<file path="src/rtl/cordic_butterfly.sv">
// Radix-2 FFT butterfly that pairs operand A with the rotated operand W*B
// returned by an upstream CORDIC rotator. A is delayed to meet its own
// rotated partner, then P = A + W*B and Q = A - W*B are either halved or
// saturated, registered, and tagged with an end-of-stage marker.
module cordic_butterfly #(
  parameter int DATA_WIDTH = 16,
  parameter int LATENCY    = 16,
  parameter int SCALE      = 1,
  parameter int HALF_N     = 4
) (
  input  logic                         clock,
  input  logic                         reset,
  input  logic                         in_valid,
  input  logic signed [DATA_WIDTH-1:0] a_re,
  input  logic signed [DATA_WIDTH-1:0] a_im,
  input  logic signed [DATA_WIDTH-1:0] rot_re,
  input  logic signed [DATA_WIDTH-1:0] rot_im,
  input  logic                         clear_ovf,
  output logic                         out_valid,
  output logic signed [DATA_WIDTH-1:0] p_re,
  output logic signed [DATA_WIDTH-1:0] p_im,
  output logic signed [DATA_WIDTH-1:0] q_re,
  output logic signed [DATA_WIDTH-1:0] q_im,
  output logic                         out_last,
  output logic                         ovf
);

  localparam int W     = DATA_WIDTH;
  localparam int CNT_W = (HALF_N > 1) ? $clog2(HALF_N) : 1;
  localparam logic [CNT_W-1:0] CNT_MAX = CNT_W'(HALF_N - 1);
  localparam logic [W-1:0] MAX_VAL = {1'b0, {(W-1){1'b1}}};
  localparam logic [W-1:0] MIN_VAL = {1'b1, {(W-1){1'b0}}};

  logic [LATENCY-1:0]  valid_pipe_reg;
  logic signed [W-1:0] a_re_pipe_reg [LATENCY];
  logic signed [W-1:0] a_im_pipe_reg [LATENCY];
  logic [CNT_W-1:0]    cnt_reg;
  logic                clamp_reg;

  logic                dv;
  logic signed [W-1:0] lane_a [4];
  logic signed [W-1:0] lane_r [4];
  logic [3:0][W-1:0]   lane_y;
  logic [3:0]          lane_clamp;

  // Valid bits travel alongside A; they are the only pipeline state that must clear on reset.
  always_ff @(posedge clock or posedge reset) begin
    if (reset) begin
      valid_pipe_reg <= '0;
    end else begin
      valid_pipe_reg[0] <= in_valid;
      for (int i = 1; i < LATENCY; i++) begin
        valid_pipe_reg[i] <= valid_pipe_reg[i-1];
      end
    end
  end

  // A data delay line; contents are qualified by the valid bits so no reset is needed.
  always_ff @(posedge clock) begin
    a_re_pipe_reg[0] <= a_re;
    a_im_pipe_reg[0] <= a_im;
    for (int i = 1; i < LATENCY; i++) begin
      a_re_pipe_reg[i] <= a_re_pipe_reg[i-1];
      a_im_pipe_reg[i] <= a_im_pipe_reg[i-1];
    end
  end

  assign dv = valid_pipe_reg[LATENCY-1];

  // Lane order: 0 = p_re, 1 = p_im, 2 = q_re, 3 = q_im.
  assign lane_a[0] = a_re_pipe_reg[LATENCY-1];
  assign lane_a[1] = a_im_pipe_reg[LATENCY-1];
  assign lane_a[2] = a_re_pipe_reg[LATENCY-1];
  assign lane_a[3] = a_im_pipe_reg[LATENCY-1];
  assign lane_r[0] = rot_re;
  assign lane_r[1] = rot_im;
  assign lane_r[2] = rot_re;
  assign lane_r[3] = rot_im;

  genvar gi;
  generate
    for (gi = 0; gi < 4; gi++) begin : g_lane
      localparam bit IS_SUM = (gi < 2);
      logic [W:0]   a_ext;
      logic [W:0]   r_ext;
      logic [W:0]   sum;
      logic [W-1:0] y;
      logic         c;

      assign a_ext = {lane_a[gi][W-1], lane_a[gi]};
      assign r_ext = {lane_r[gi][W-1], lane_r[gi]};
      assign sum   = IS_SUM ? (a_ext + r_ext) : (a_ext - r_ext);

      // Halve by dropping the LSB (floor), or clamp when the two top bits disagree.
      always_comb begin
        y = sum[W:1];
        c = 1'b0;
        if (SCALE == 0) begin
          y = sum[W-1:0];
          if (sum[W] != sum[W-1]) begin
            c = 1'b1;
            y = sum[W] ? MIN_VAL : MAX_VAL;
          end
        end
      end

      assign lane_y[gi]     = y;
      assign lane_clamp[gi] = c;
    end
  endgenerate

  // Output register: results load only on a delayed-valid cycle and hold otherwise.
  always_ff @(posedge clock or posedge reset) begin
    if (reset) begin
      out_valid <= 1'b0;
      out_last  <= 1'b0;
      clamp_reg <= 1'b0;
      cnt_reg   <= '0;
      p_re      <= '0;
      p_im      <= '0;
      q_re      <= '0;
      q_im      <= '0;
    end else begin
      out_valid <= dv;
      out_last  <= dv && (cnt_reg == CNT_MAX);
      clamp_reg <= dv && (|lane_clamp);
      if (dv) begin
        p_re    <= lane_y[0];
        p_im    <= lane_y[1];
        q_re    <= lane_y[2];
        q_im    <= lane_y[3];
        cnt_reg <= (cnt_reg == CNT_MAX) ? '0 : cnt_reg + 1'b1;
      end
    end
  end

  // Sticky overflow: raised the cycle after a clamped output; a new clamp beats a clear.
  always_ff @(posedge clock or posedge reset) begin
    if (reset) begin
      ovf <= 1'b0;
    end else begin
      ovf <= (ovf & ~clear_ovf) | clamp_reg;
    end
  end

endmodule

</file>
<file path="config.mk">
export PLATFORM = sky130hd
export DESIGN_NAME = cordic_butterfly
export DESIGN_NICKNAME = d
export VERILOG_FILES = /design/src/rtl/cordic_butterfly.sv
export SDC_FILE = /design/constraint.sdc
export NUM_CORES = 1
export LEC_CHECK = 0
export CORE_MARGIN = 1.5
export CORE_UTILIZATION = 30
export CTS_CLUSTER_SIZE = 8
export DETAILED_ROUTE_END_ITERATION = 7
export PLACE_DENSITY = 0.55
export SLEW_MARGIN = 10
export SYNTH_ARGS = -nofsm -noshare
export SYNTH_HDL_FRONTEND = slang
export SYNTH_SLANG_ARGS = --single-unit
export TNS_END_PERCENT = 10
</file>
<file path="constraint.sdc">
create_clock -name clock -period 6.78 [get_ports clock]
set_input_delay 2.034 -clock clock [delete_from_list [all_inputs] [get_ports clock]]
set_output_delay 2.034 -clock clock [all_outputs]
set_load 0.01 [all_outputs]
</file>
======== After elaboration in Yosys (flattened, before gate mapping) ========
Memory sizes are Yosys's and may differ from the RTL's.
Index checks and enable logic that the tools add are counted.
storage, ports and cells
  bits in writable memories ............... 512
  memories kept ........................... 2
  input port bits ......................... 68
  output and inout port bits .............. 67
  register bits after elaboration ......... 85
  logic and storage cells ................. 21
cells by class
  $add $sub $neg .......................... 5
  bitwise operators ....................... 2
  multiplexer cells ....................... 1
  reduce and logical (&&, ||, !) cells .... 1
  eq/ne operators ......................... 1
memories
  name           depth  bits a word  read ports  clocked after Yosys merged registers in  wr ports  line  RTL
  a_im_pipe_reg  16     16           16          0                                        16        36    logic signed [W-1:0] a_im_pipe_reg [LATENCY];
  a_re_pipe_reg  16     16           16          0                                        16        35    logic signed [W-1:0] a_re_pipe_reg [LATENCY];
operators with widths
  operator               count
  $add A16 B16 Y17       2
  $sub A16 B16 Y17       2
  $add A2 B1 Y2 const B  1
  $eq A2 B2 Y1 const B   1
  $mux W2                1
  $and A1 B1 Y1          1
  $logic_and A1 B1 Y1    1
  $not A1 Y1             1

======== Depth between registers and ports, before layout ========
Gate-level depths: netlist of the first run.
  depth after elaboration ................. 2
  mapped depth ............................ 9
  gate-level depth less buffers ........... 8

======== Worst setup path after synthesis of the first run ========
No wires, ideal clock.
  path kind ............................... in2reg
  start ................................... input rot_re[3]
  end ..................................... register p_re[15]
  required time ........................... 6654 ps
  arrival ................................. 3900 ps
  setup time .............................. 126 ps
  path buffers ............................ 1
  slack ................................... 2754 ps
  cell stages on the path ................. 9
  path through ............................ inv_1 > ha_1 > buf_6 > nor2b_4 > a2111o_1 > a211o_1 > a211oi_2 > nor2_1 > a221o_1
on the way
  cells in the longest elaborated chain, start to end .. 1
ends and longest elaborated chain
  what                  line  RTL
  start, declared       16    input logic signed [DATA_WIDTH-1:0] rot_re,
  $add A16 B16 Y17      n/a
  end signal, assigned  128   p_re <= lane_y[0];
  end, declared         20    output logic signed [DATA_WIDTH-1:0] p_re,
No other way between the ends.
A chain may end at the register's enable or synchronous reset.

======== Final worst setup path of the first run ========
  start ................................... input rot_im[2]
  end ..................................... register p_im[14]
on the way
  cells in the longest elaborated chain, start to end .. 1
ends and longest elaborated chain
  what                  line  RTL
  start, declared       17    input logic signed [DATA_WIDTH-1:0] rot_im,
  $add A16 B16 Y17      n/a
  end signal, assigned  129   p_im <= lane_y[1];
  end, declared         21    output logic signed [DATA_WIDTH-1:0] p_im,
No other way between the ends.

==> key figures, run 1 <==
Status
  – Status: complete, no violations

Pwr
  – Final Total Pwr: 8.34 mW
  – Cell internal pwr: 6.48 mW
  – P per Cell Area: 400 nW/µm²
  – LEAKAGE: 8.77 nW
  – Sequential power share: 46.5%
  – Logic gate share of total power: 8.2%
  – Peak supply drop: 0.177 mV
  – Sw power: 1.86 mW
  – Clock share of power: 45.3%
  – Sw Ratio: 22.3%

Global route
  – Pin count of the biggest net entering global routing: 91
  – Initial antenna violation count: 4
  – Grt total ovfl: 0
  – Number of global-route vias before repair: 8584
  – First-pass GRT wire length: 45800 µm
  – Tot GR Track Use: 10.6%

Clock tree
  – Clk buf depth: 3
  – Resized Gates After CTS: 0
  – Post-CTS setup buffers: 0
  – Clk Latency, worst-skew pair: 0.62 ns
  – Cts hold-fix bufs: 0
  – CTS Root Cell: clkbuf_16
  – H-tree Lvls: 3
  – CTS Sinks: 597
  – Clock transition at path regs: 0.05 ns
  – CTS buffer count: 85
  – CTS tree: yes

Yosys
  – Synth area leaders: dfxtp_1, dfrtp_1, ha_1
  – Mapped Nets: 1323
  – Yosys top cell area share: 62.7%
  – EDFF count, synth: 0
  – Post-synthesis sequential area ratio: 75.8%
  – Synth Area per Inst: 13.7 µm²
  – Unique masters post-synth: 61
  – Synthesized flop and latch total: 597
  – Yosys Warn Count: 0
  – Synthesized cell area: 16300 µm²
  – Top_reg_cell synth: dfxtp_1
  – Leading area contributor after synthesis: dfxtp_1
  – Cells after Synth: 1190
  – FFs w/ async S/R, synth: 14.2%

Run
  – Maximum capacitance violations: 0

STA
  – Slew Limit Fails: 0
  – Worst-Margin Slew: 1.05 ns
  – Final WS setup: 2.55 ns
  – Setup_tns: 0 ns
  – Slew headroom: 30.1%
  – Final Hold Viols: 0
  – Fin crit period: 4.23 ns
  – Period utilization: 62.4%
  – Worst Skew: 0.0332 ns
  – RSZ-0062 raised after global routing: false
  – Worst hold slack: 0.290 ns
  – Endpoints failing setup: 0
  – Fmax: 236 MHz

Worst setup path
  – Worst path required time: 7.29 ns
  – Endpoint class of the critical path: register
  – Ordered list of cells on the worst path: clkdlybuf4s50_1 -> inv_1 -> ha_1 -> nor2_1 -> a221oi_1 -> o211ai_1 -> a21oi_1 -> o21ai_0 -> a221o_1
  – Kind of critical path: in2reg
  – Slowest stage delay, CP: 0.55 ns
  – CP max FO: 8
  – Arr. time, crit path: 4.74 ns
  – Worst path slowest cell: a221oi_1
  – Setup crit start kind: primary input

Layout
  – Area grow syn2layout: 27.6%
  – Final Instance Count excl. Fillers: 2104
  – # nets final: 1512
  – Number of diodes: 0
  – Util after Layout: 38.7%
  – Post-route cell area: 20800 µm²
  – Layout cell share with drive strength beyond 1: 9.66%

Route
  – DRT Pass-1 Iters: 5
  – Drt wl/cell: 13.7 µm
  – Routed Antenna Nets: 0
  – DR vias/cell: 4.05
  – Drt drc: 0
  – Vias: 8529
  – DRT iter0 DRCs: 298
  – Total wire length: 28700 µm

Worst hold path
  – Hold WC Path Type: reg2reg

Die
  – Die Y: 236 µm
  – I/O pin total: 135
  – Core Region: 53800 µm²
  – Die area: 55900 µm²
  – Die width: 236 µm
  – # rows: 85
  – Starting density of the core: 30.4%

Place
  – Buffers on Ports: 134
  – RD Place Congestion: 0.819
  – DP Worst Slack: 1.93 ns
  – Placed cell area: 18400 µm²
  – Placed cells: 1988
  – Hpwl dp: 19100 µm
==> final cells by class <==
class,instances,area [µm²]
clock buffer,109,2260
clock inverter,7,159
fill,5108,33000
inverter,64,241
multi-input combinational,494,3570
sequential,597,12400
tap,696,871
timing repair buffer,137,1360
==> logic make-up after synthesis <==
group | share of synthesized area, %
and+or+nand+nor | 5.52
DFF | 75.8
buffers and inverters | 2.40
AOI/OAI and AO/OA | 7.08
adders and majority gates | 5.16
xor gates and xnor gates | 2.04
muxes | 2.04
==> worst max-delay path, delay by kind of cell <==
kind / cells / cell delay [ns]
buf+inv: 2 / 0.55
simple gates: 1 / 0.08
compound gates: 5 / 1.63
fa+ha+maj: 1 / 0.44
==> cell usage after synthesis, types with 5 or more instances <==
| master | count |
|---|---|
| o31ai_1 | 10 |
| nand2b_1 | 7 |
| a221o_1 | 6 |
| o21bai_1 | 6 |
| nand3_1 | 15 |
| o21a_1 | 6 |
| dfxtp_1 | 512 |
| nor2_1 | 56 |
| a21oi_1 | 64 |
| nand2_1 | 40 |
| or3_1 | 5 |
| mux2_2 | 26 |
| a21o_1 | 8 |
| nor4_1 | 13 |
| dfrtp_1 | 85 |
| and2_1 | 5 |
| ha_1 | 61 |
| nor2b_1 | 13 |
| o211ai_1 | 7 |
| clkbuf_1 | 26 |
| inv_1 | 64 |
| nor3_1 | 11 |
| xnor2_1 | 36 |
| a31oi_1 | 12 |
| o21ai_0 | 30 |
==> per-layer routing <==
| layer | GRT usage, % | routed length [µm] | vias to the layer above |
|---|---|---|---|
| met5 | 0 | 48 | - |
| met3 | 4.47 | 2130 | 72 |
| met4 | 5.50 | 891 | 8 |
| met2 | 16.1 | 12700 | 188 |
| met1 | 12.7 | 12900 | 3925 |
| li1 | - | - | 4336 |
==> layout by cell type (no fill, tap or decap), drive strengths merged, types with 5 or more instances in the layout <==
cell	instances
a21o	8
a21oi	64
a221o	6
a221oi	5
a31oi	12
and2	5
clkbuf	109
clkdlybuf4s50	134
dfrtp	85
dfxtp	512
ha	61
inv	67
mux2	26
nand2	40
nand2b	8
nand3	15
nor2	56
nor2b	14
nor3	11
nor4	13
o211ai	7
o21a	6
o21ai	30
o21bai	6
o31ai	11
or3	6
xnor2	36
==> power groups by stage <==
stage / sequential (mW) / clock (mW) / combinational, mW
final: 3.88 / 3.77 / 0.686
after detailed placement: 3.95 / 0 / 0.692
after floorplan: 3.95 / 0 / 0.328
after global routing: 3.90 / 4.09 / 0.752
after global placement: 3.94 / 0 / 0.688
after CTS: 3.88 / 3.92 / 0.695
==> worst paths after layout <==
path                                            start  slack (ns)                    to  depth (start not counted)
worst max-delay path                        rot_im[2]        2.55              p_im[14]                          9
worst min-delay path             a_re_pipe_reg[1][46]        0.29  a_re_pipe_reg[1][62]                          0
worst max register to register  a_im_pipe_reg[1][114]        4.21              p_im[14]                          7
worst min register to register   a_re_pipe_reg[1][46]        0.29  a_re_pipe_reg[1][62]                          0
max in group asynchronous                       reset        3.76               p_re[2]                          3
min in group asynchronous                       reset        1.93             out_valid                          2
(Power assumes the default switching activity.)
==> run 2: changes to the inputs <==
==> constraint.sdc (replaced) <==
create_clock -name clock -period 4.2 [get_ports clock]
set_input_delay 1.26 -clock clock [delete_from_list [all_inputs] [get_ports clock]]
set_output_delay 1.26 -clock clock [all_outputs]
set_load 0.01 [all_outputs]
==> run 2 against run 1 <==
Compared with the run above:
- clock power up 60%
- total power up 61%
- register-to-register slack worse by 2.5 ns
- die area unchanged
- utilization up 0.11 points
- count of clock-buffer cells in the layout up 1
- clock skew down 0.0044 ns
- wire length up 0.41%
- worst hold slack better by 0.0086 ns
- largest power group unchanged
==> key figures, run 2 (synthesized netlist as in run 1, its figures left out) <==
Worst setup path
  – Endpoint class of the critical path: register
  – Slowest stage delay, CP: 0.48 ns
  – Kind of critical path: in2reg
  – CP max FO: 8
  – Setup crit start kind: primary input
  – CP delay by family, top: compound AO/OA/AOI/OAI gates
  – Reg-to-reg slack, setup: 1.74 ns
  – Arr. time, crit path: 3.83 ns
  – Worst path required time: 4.70 ns
  – Ordered list of cells on the worst path: clkdlybuf4s50_1 -> inv_1 -> ha_1 -> nor2_1 -> a221oi_1 -> buf_4 -> o211ai_1 -> a21oi_1 -> o21ai_0 -> a221o_1
  – Critical Path Start: rot_im[2]
  – Worst Path Buf+Inv: 3
  – Worst r2r src: a_re_pipe_reg[1][114]
  – Worst path slowest cell: clkdlybuf4s50_1

Route
  – DRT Pass-1 Iters: 5
  – Routed Antenna Nets: 0
  – Vias: 8593
  – DRT iter0 DRCs: 523
  – Drt drc: 0
  – Total wire length: 28900 µm
  – Drt wl/cell: 13.7 µm
  – DR vias/cell: 4.07

Place
  – Placed cells: 1994
  – Hpwl dp: 19400 µm
  – DP Worst Slack: 0.260 ns
  – Buffers on Ports: 134
  – RD Place Congestion: 0.805

Layout
  – Area of the multi-input gates: 3570 µm²
  – Area grow syn2layout: 27.9%
  – FF/Latch Area: 12400 µm²
  – Filler cells: 5045
  – # nets final: 1518
  – Final Instance Count excl. Fillers: 2110
  – Number of diodes: 0
  – Most common cell after layout, fill and taps aside: dfxtp_1
  – Most frequent cells in the layout: dfxtp_1, clkdlybuf4s50_1, clkbuf_16, dfrtp_1, a21oi_1
  – Layout cell share with drive strength beyond 1: 10.0%

STA
  – Period utilization: 79.1%
  – Worst Skew: 0.0289 ns
  – Fmax: 301 MHz
  – Setup_tns: 0 ns
  – Final Hold Viols: 0
  – Worst-Margin Slew: 0.830 ns
  – Endpoints failing setup: 0
  – Slew headroom: 44.6%
  – Fin crit period: 3.32 ns
  – Final WS setup: 0.876 ns
  – RSZ-0062 raised after global routing: false
  – Slew Limit Fails: 0

Clock tree
  – Post-CTS setup buffers: 0
  – Clk buf depth: 3
  – CTS Sinks: 597
  – Clk Latency, worst-skew pair: 0.63 ns
  – Cts hold-fix bufs: 0
  – Resized Gates After CTS: 0
  – H-tree Lvls: 3
  – Clock transition at path regs: 0.05 ns
  – CTS tree: yes
  – CTS Root Cell: clkbuf_16
  – CTS buffer count: 85

Die
  – I/O pin total: 135
  – Core Region: 53800 µm²
  – Die Y: 236 µm
  – Die width: 236 µm
  – # rows: 85
  – Starting density of the core: 30.4%
  – Die area: 55900 µm²

Pwr
  – Sequential power share: 46.7%
  – LEAKAGE: 8.80 nW
  – Final Total Pwr: 13.4 mW
  – Cell internal pwr: 10.4 mW
  – Peak supply drop: 0.330 mV
  – P per Cell Area: 642 nW/µm²
  – Logic gate share of total power: 8.3%
  – Sw power: 3.00 mW
  – Clock share of power: 45.0%
  – Sw Ratio: 22.3%

Global route
  – Grt total ovfl: 0
  – Tot GR Track Use: 10.7%
  – First-pass GRT wire length: 46100 µm
  – Initial antenna violation count: 4
  – Number of global-route vias before repair: 8590
  – Pin count of the biggest net entering global routing: 52

Worst hold path
  – Min-Delay Startpoint: a_re_pipe_reg[1][62]
  – Hold WC Path Type: reg2reg

Status
  – Status: complete, no violations

Run
  – Maximum capacitance violations: 0
## run 2: cell count changes in the layout (fill, tap and decap cells not counted), sizes merged
cell    change
clkbuf      +1
clkinv      +2
inv         -2
bufinv      -1
buf         +6
## run 2: power groups by stage
stage                     combinational [mW]  clock, mW  sequential [mW]
after global placement                  1.11          0             6.37
after detailed placement                1.12          0             6.39
after floorplan                        0.530          0             6.38
final                                   1.11       6.04             6.27
after CTS                               1.13       6.30             6.28
after global routing                    1.22       6.58             6.31
## run 2: metrics by stage
stage | cell area (µm²) | utilization (%) | hold slack (ns)
3_5_place_dp | 18500 | 34.3 | 0.312
4_1_cts | 20900 | 38.8 | 0.294
2_1_floorplan | 16300 | - | 0.310
6_report | 20900 | 38.8 | 0.299
5_1_grt | 20900 | 38.8 | 0.311
3_3_place_gp | 18500 | 34.3 | 0.310
## run 2: worst register-to-register path, cell delays in order (launching register included)
cell and delay, ns:
dfxtp_1 0.32, ha_1 0.40, nor2b_1 0.21, o31ai_1 0.37
a21oi_1 0.22, o21ai_0 0.23, mux2_2 0.35, a221o_1 0.25
## run 2: layout make-up
cell class | instances | share of cell area, %
clock buffer | 110 | 10.9
inverter | 64 | 1.16
clock inverter | 6 | 0.700
multi-input combinational | 494 | 17.1
tap | 696 | 4.17
sequential | 597 | 59.2
timing repair buffer | 143 | 6.80
## run 2: final timing paths
kind / cells after the start / endpoint
hold reg to reg: 0 / a_re_pipe_reg[1][78]
hold / removal: 0 / a_re_pipe_reg[1][78]
max in group asynchronous: 3 / p_re[9]
setup reg to reg: 7 / q_re[11]
min in group asynchronous: 2 / p_im[11]
setup / recovery: 10 / p_im[14]
## run 2: routing by layer
| metal | track usage, % | vias to the layer above | share of wire, % |
|---|---|---|---|
| met2 | 16.3 | 238 | 45 |
| met5 | 0 | - | 0.16 |
| met3 | 4.39 | 63 | 8.6 |
| met4 | 5.67 | 8 | 2.9 |
| li1 | - | 4353 | - |
| met1 | 12.9 | 3931 | 44 |
